[src/rtl/ps2_mod_decode_if.sv]
// ps2_mod_decode_if: scancode byte stream in, modifier state and key events out
//  byte_valid/byte_data/byte_ready : PS/2 byte stream (valid/ready)
//  usb_mod/mod_changed             : HID modifier byte and change pulse
//  key_valid/key_code/key_break/key_ready : key event port (valid/ready)
//  proto_err                       : prefix timeout / illegal prefix pulse
interface ps2_mod_decode_if;
  logic       byte_valid;
  logic [7:0] byte_data;
  logic       byte_ready;
  logic [7:0] usb_mod;
  logic       mod_changed;
  logic       key_valid;
  logic [8:0] key_code;
  logic       key_break;
  logic       key_ready;
  logic       proto_err;
  modport slave (
    input  byte_valid, byte_data, key_ready,
    output byte_ready, usb_mod, mod_changed, key_valid, key_code, key_break, proto_err
  );
  modport master (
    output byte_valid, byte_data, key_ready,
    input  byte_ready, usb_mod, mod_changed, key_valid, key_code, key_break, proto_err
  );
endinterface

[src/rtl/ps2_mod_decode.sv]
// ps2_mod_decode: PS/2 Set-2 scancode stream to HID modifier byte plus key events
//  clk     : rising-edge clock
//  reset_n : asynchronous active-low reset
//  bus     : ps2_mod_decode_if.slave (byte stream in, modifiers/events/errors out)
module ps2_mod_decode #(
  parameter int unsigned TIMEOUT_CYCLES = 65536,
  parameter bit          PASS_MODS      = 1'b0
) (
  input logic             clk,
  input logic             reset_n,
  ps2_mod_decode_if.slave bus
);
  typedef enum logic [2:0] {IDLE, EXT, BRK, EXT_BRK, PAUSE} state_t;
  state_t      state_q, state_d;
  logic [2:0]  skip_q, skip_d;
  logic [31:0] cnt_q, cnt_d;
  logic [7:0]  mod_q, mod_d;
  logic        mchg_q, mchg_d;
  logic        kv_q, kv_d;
  logic [8:0]  code_q, code_d;
  logic        brk_q, brk_d;
  logic        err_q, err_d;
  logic        acc, fin, fe, fb, tmo, pre, fake, drop, is_mod;
  logic [7:0]  d;
  logic [8:0]  key;
  logic [2:0]  idx;
  assign acc  = bus.byte_valid & ~kv_q;
  assign d    = bus.byte_data;
  assign pre  = (d == 8'hE0) | (d == 8'hE1) | (d == 8'hF0);
  assign fake = (d == 8'h12) | (d == 8'h59);
  assign drop = (d == 8'hFA) | (d == 8'hAA) | (d == 8'hEE) | (d == 8'hFE) | (d == 8'h00) | (d == 8'hFF);
  // Timeout fires on the edge where the idle count would reach TIMEOUT_CYCLES-1.
  assign tmo  = (TIMEOUT_CYCLES != 0) && (state_q != IDLE) && !acc &&
                ((cnt_q + 32'd1) >= (TIMEOUT_CYCLES - 32'd1));
  always_comb begin
    state_d = state_q;
    skip_d  = skip_q;
    cnt_d   = (acc || state_q == IDLE) ? '0 : cnt_q + 32'd1;
    mod_d   = mod_q;
    mchg_d  = 1'b0;
    kv_d    = kv_q & ~bus.key_ready;
    code_d  = code_q;
    brk_d   = brk_q;
    err_d   = 1'b0;
    fin     = 1'b0;
    fe      = 1'b0;
    fb      = 1'b0;
    is_mod  = 1'b1;
    idx     = 3'd0;
    if (acc) begin
      case (state_q)
        IDLE: begin
          state_d = (d == 8'hE0) ? EXT : (d == 8'hF0) ? BRK : (d == 8'hE1) ? PAUSE : IDLE;
          skip_d  = (d == 8'hE1) ? 3'd6 : skip_q;
          fin     = !pre && !drop;
        end
        EXT: begin
          state_d = (d == 8'hF0) ? EXT_BRK : IDLE;
          err_d   = (d == 8'hE0) | (d == 8'hE1);
          fin     = !pre && !fake;
          fe      = 1'b1;
        end
        BRK: begin
          state_d = IDLE;
          err_d   = pre;
          fin     = !pre;
          fb      = 1'b1;
        end
        EXT_BRK: begin
          state_d = IDLE;
          err_d   = pre;
          fin     = !pre && !fake;
          fe      = 1'b1;
          fb      = 1'b1;
        end
        PAUSE: begin
          state_d = (skip_q == 3'd0) ? IDLE : PAUSE;
          skip_d  = skip_q - 3'd1;
          kv_d    = (skip_q == 3'd0);
          code_d  = (skip_q == 3'd0) ? 9'h0E1 : code_q;
          brk_d   = (skip_q == 3'd0) ? 1'b0 : brk_q;
        end
        default: state_d = IDLE;
      endcase
    end else if (tmo) begin
      state_d = IDLE;
      err_d   = 1'b1;
      cnt_d   = '0;
    end
    key = {fe, d};
    case (key)
      9'h014:  idx = 3'd0;
      9'h012:  idx = 3'd1;
      9'h011:  idx = 3'd2;
      9'h11F:  idx = 3'd3;
      9'h114:  idx = 3'd4;
      9'h059:  idx = 3'd5;
      9'h111:  idx = 3'd6;
      9'h127:  idx = 3'd7;
      default: is_mod = 1'b0;
    endcase
    if (fin) begin
      mod_d[idx] = is_mod ? ~fb : mod_q[idx];
      mchg_d     = is_mod && (mod_q[idx] == fb);
      kv_d       = !is_mod || PASS_MODS;
      code_d     = kv_d ? key : code_q;
      brk_d      = kv_d ? fb : brk_q;
    end
  end
  always_ff @(posedge clk or negedge reset_n) begin
    if (!reset_n) begin
      state_q <= IDLE;
      skip_q  <= '0;
      cnt_q   <= '0;
      mod_q   <= '0;
      mchg_q  <= 1'b0;
      kv_q    <= 1'b0;
      code_q  <= '0;
      brk_q   <= 1'b0;
      err_q   <= 1'b0;
    end else begin
      state_q <= state_d;
      skip_q  <= skip_d;
      cnt_q   <= cnt_d;
      mod_q   <= mod_d;
      mchg_q  <= mchg_d;
      kv_q    <= kv_d;
      code_q  <= code_d;
      brk_q   <= brk_d;
      err_q   <= err_d;
    end
  end
  assign bus.byte_ready  = ~kv_q;
  assign bus.usb_mod     = mod_q;
  assign bus.mod_changed = mchg_q;
  assign bus.key_valid   = kv_q;
  assign bus.key_code    = code_q;
  assign bus.key_break   = brk_q;
  assign bus.proto_err   = err_q;
endmodule

[src/flat_wrapper.sv]
// flat-port wrapper written by rule: the top's interface ports become plain ports
module ps2_mod_decode_flat 
#(
  parameter int unsigned TIMEOUT_CYCLES = 65536,
  parameter bit          PASS_MODS      = 1'b0
)
  (clk, reset_n, bus_byte_valid, bus_byte_data, bus_key_ready, bus_byte_ready, bus_usb_mod, bus_mod_changed, bus_key_valid, bus_key_code, bus_key_break, bus_proto_err);
  ps2_mod_decode_if bus_i ();
  input logic clk;
  input logic reset_n;
  input wire logic [$bits(bus_i.byte_valid)-1:0] bus_byte_valid;
  input wire logic [$bits(bus_i.byte_data)-1:0] bus_byte_data;
  input wire logic [$bits(bus_i.key_ready)-1:0] bus_key_ready;
  output wire logic [$bits(bus_i.byte_ready)-1:0] bus_byte_ready;
  output wire logic [$bits(bus_i.usb_mod)-1:0] bus_usb_mod;
  output wire logic [$bits(bus_i.mod_changed)-1:0] bus_mod_changed;
  output wire logic [$bits(bus_i.key_valid)-1:0] bus_key_valid;
  output wire logic [$bits(bus_i.key_code)-1:0] bus_key_code;
  output wire logic [$bits(bus_i.key_break)-1:0] bus_key_break;
  output wire logic [$bits(bus_i.proto_err)-1:0] bus_proto_err;
  assign bus_i.byte_valid = bus_byte_valid;
  assign bus_i.byte_data = bus_byte_data;
  assign bus_i.key_ready = bus_key_ready;
  assign bus_byte_ready = bus_i.byte_ready;
  assign bus_usb_mod = bus_i.usb_mod;
  assign bus_mod_changed = bus_i.mod_changed;
  assign bus_key_valid = bus_i.key_valid;
  assign bus_key_code = bus_i.key_code;
  assign bus_key_break = bus_i.key_break;
  assign bus_proto_err = bus_i.proto_err;
  ps2_mod_decode #(.TIMEOUT_CYCLES(TIMEOUT_CYCLES), .PASS_MODS(PASS_MODS)) u_core (.clk(clk), .reset_n(reset_n), .bus(bus_i));
endmodule
[config.mk]
export PLATFORM = sky130hd
export DESIGN_NAME = ps2_mod_decode_flat
export DESIGN_NICKNAME = d
export VERILOG_FILES = /design/src/rtl/ps2_mod_decode_if.sv /design/src/rtl/ps2_mod_decode.sv /design/src/flat_wrapper.sv
export SDC_FILE = /design/constraint.sdc
export NUM_CORES = 1
export LEC_CHECK = 0
export ABC_AREA = 1
export CAP_MARGIN = 30
export CORE_MARGIN = 4
export CORE_UTILIZATION = 53
export DETAILED_ROUTE_END_ITERATION = 8
export PLACE_DENSITY = 0.82
export RECOVER_POWER = 25
export SLEW_MARGIN = 15
export SYNTH_ARGS = -nofsm -noshare
export SYNTH_HDL_FRONTEND = slang
export SYNTH_SLANG_ARGS = --single-unit
[constraint.sdc]
create_clock -name clk -period 2.3 [get_ports clk]
set_clock_uncertainty 0.2 [all_clocks]
set_input_delay 0.345 -clock clk [delete_from_list [all_inputs] [get_ports clk]]
set_output_delay 0.345 -clock clk [all_outputs]
set_load 0.005 [all_outputs]
==> impl_results.md <==
- Share of total power in sequential cells: 0.407
- Leakage: 2.769 nW
- Initial core utilization: 0.5598
- CP arrival: 2370 ps
- CORE AREA: 0.006944 mm^2
- FILL cells: 446
- CTS root buf: clkbuf_8
- Register Area: 0.001479 mm^2
- Netlist cell types: 30
- Chip Height: 93.65 um
- Cell Int Power: 0.002106 W
- # diodes: 0
- Status: finished, violations left
- Share of the synthesized area in the top cell type: 0.3798
- Final Net Count: 724
- Drt total wl: 11290 um
- Area growth from synthesis to layout: 43.68%
- Max_cap viols: 0
- Via density: 5.125
- First-pass GRT wire length: 17770 um
- Vias in the first global route: 4067
- GRT Total Usage: 0.2550
- Max Root-Sink Buffers: 2
- Clock period minus worst slack: 2341 ps
- Final hold vios: 0
- Router iterations before antenna repair: 7
- Slew HR: 0.1061
- HP Class: in2reg
- Power Density: 554.7 mW/mm^2
- Post-route ant nets: 0
- Fin. max-slew vios: 0
- Period utilization: 1.018
- Clock latency on the worst-skew pair: 340 ps
- Setup WS post-layout: -40.78 ps
- Most area-hungry cell type in the Yosys netlist: dfrtp_1
- DIE AREA: 0.008769 mm^2
- H-tree depth: 3
- DP Wirelength: 7741 um
- Overall Power: 0.003098 W
- Sw Share: 0.3204
- Fmax: 427.2 MHz
- Chip Width: 93.65 um
- Sw Pwr: 0.0009926 W
- Worst-path clk slew: 70 ps
- Post-synthesis sequential area ratio: 0.3798
- Comb pwr share: 0.275
- Iteration-0 DRC Markers: 189
- Leading cell types in the layout, fill and taps excluded: 168 x nand2_1, 73 x buf_4, 70 x nor2_1, 69 x inv_1, 57 x dfrtp_1
- Worst Path Required: 2330 ps
- Row cnt: 30
- Syn Area/Cell: 6.820 um^2
- Synth Register Bits: 59
- # IOs: 34
- CP Capture Type: flop
- Synthesized instance count: 570
- Mapped cell area: 0.003887 mm^2
- Syn. warnings: 0
- Clk sinks: 59
- Startpoint Class: flop
- Ranking of synthesized cells by area: dfrtp_1 38%, nand2_1 18%, nor2_1 9.5%, inv_1 7.2%, nor2_4 6.1%
- Initial antenna violation count: 0
- RSZ-0062 raised after global routing: true
- Grt total ovfl: 0
- Share of cells above drive strength 1: 0.2987
- Multi-input logic area: 0.002482 mm^2
- Setup-failing EPs final: 10
- Failing checks: setup timing
- Drc violations: 0
- Clock Power Share: 0.318
- Count of port buffers added during placement: 33
- Routability cong.: 0.9057
- Number of buffers created by CTS: 9
- CTS tree: built
- Most common cell after layout, fill and taps aside: nand2_1
- WHS: 225.6 ps
- Avg WL per Cell: 13.96 um
- Worst Tran Pin Value: 1341 ps
- DR vias: 4146
- DP Worst Slack: -453.8 ps
- Max IR drop VDD: 681.5 uV
- Largest net degree at the start of global routing: 60
- Crit path max fanout: 6
- Setup Crit Path Kind: reg2reg
-- final timing paths --
| path | startpoint | endpoint | slack [ps] | cells past startpoint |
|---|---|---|---|---|
| setup reg to reg | u_core.cnt_q[1] | u_core.cnt_q[7] | -40 | 13 |
| min in group asynchronous | reset_n | u_core.cnt_q[2] | 730 | 3 |
| hold / removal | bus_byte_data[7] | u_core.bus.key_code[7] | 230 | 4 |
| max in group asynchronous | reset_n | u_core.cnt_q[18] | 270 | 3 |
| setup / recovery | u_core.cnt_q[1] | u_core.cnt_q[7] | -40 | 13 |
| hold reg to reg | u_core.skip_q[0] | u_core.skip_q[0] | 280 | 2 |
-- worst max-delay path, cell delays in order, from the launching register on --
cell and delay [ps]:
dfrtp_1 370, ha_2 200, nand2_2 80, nor2_4 140, buf_12 140, nand2_4 80, nor2_4 120, xor2_1 200
nand2_1 80, nor2_1 120, nand3_2 120, nand4_4 160, clkbuf_16 190, nor2_4 40
-- cells by family after synthesis --
group                    Yosys count  synth area share
other                              1         0.0009646
XOR/XNOR                           8           0.01802
adder cells (fa/ha/maj)            4           0.01287
AO/OA/AOI/OAI                     24           0.03540
flip-flops                        59            0.3798
buffers and inverters             81           0.08240
AND/OR/NAND/NOR                  393            0.4706
-- power by group through the flow --
stage	Sequential [W]	Clock (W)	Combinational (W)
floorplan	0.00126	0	0.000339
global placement	0.00127	0	0.000732
detailed placement	0.00127	0	0.000754
CTS	0.00125	0.00100	0.000763
global route	0.00127	0.00106	0.000936
finish	0.00126	0.000985	0.000852
-- cell usage after synthesis --
library cell  number
a211oi_1           1
a21oi_1            2
a22oi_1            2
buf_12             1
clkinv_1           2
conb_1             1
dfrtp_1           59
ha_1               4
inv_1             75
inv_2              3
nand2_1          191
nand2_2            5
nand2_4            2
nand3_1           47
nand3_2            4
nand3b_1           9
nand4_1            3
nand4_4            1
nor2_1            98
nor2_2             5
nor2_4            21
nor3_1             6
nor3_2             1
o2111ai_1          1
o21ai_0            9
o21ai_1            7
o21ai_2            1
o21bai_1           1
xnor2_1            3
xor2_1             5
-- final cells by class --
cell class              instances  area share
multi-input cells             445      0.4444
flip-flops and latches         59      0.2648
repair buffers                113      0.1783
inverters                      80     0.05466
clock buffers                  10     0.02464
well taps                      96     0.02151
clock inverters                 6     0.01165
-- stage by stage --
| step | setup TNS, ps | area, um^2 | utilization | std cells |
|---|---|---|---|---|
| floorplan | 0 | 3944 | - | 585 |
| finish | -201.3 | 5585 | 0.8043 | 809 |
| CTS | -48.52 | 5140 | 0.7402 | 797 |
| global route | -2889 | 5585 | 0.8043 | 809 |
| global placement | -5760 | 4890 | 0.7041 | 779 |
| detailed placement | -7432 | 4890 | 0.7041 | 779 |
-- flip-flops by register name (all words and copies together) (netlist names) --
signal                  cells
u_core.bus.proto_err        1
u_core.bus.key_break        1
u_core.bus.mod_changed      1
u_core.cnt_q               32
u_core.state_q              3
u_core.bus.key_valid        1
u_core.bus.usb_mod          8
u_core.bus.key_code         9
u_core.skip_q               3
-- metal layers --
layer | wire, um | part of all wire | track usage | vias up
met1 | 4552 | 0.40 | 0.2999 | 1940
met4 | 441 | 0.039 | 0.1035 | 0
li1 | - | - | - | 2014
met2 | 5766 | 0.51 | 0.4556 | 149
met5 | 0 | 0 | 0 | -
met3 | 533 | 0.047 | 0.04666 | 43
-- repair_timing --
action	4_1_cts	5_1_grt
endpoints found under the setup margin	15	40
buffers inserted	1	11
endpoints found under the hold margin	59	0
gates resized for setup	9	101
hold buffers	1	0
cloned	0	1
pin swaps	3	32
(Power assumes the default switching activity.)
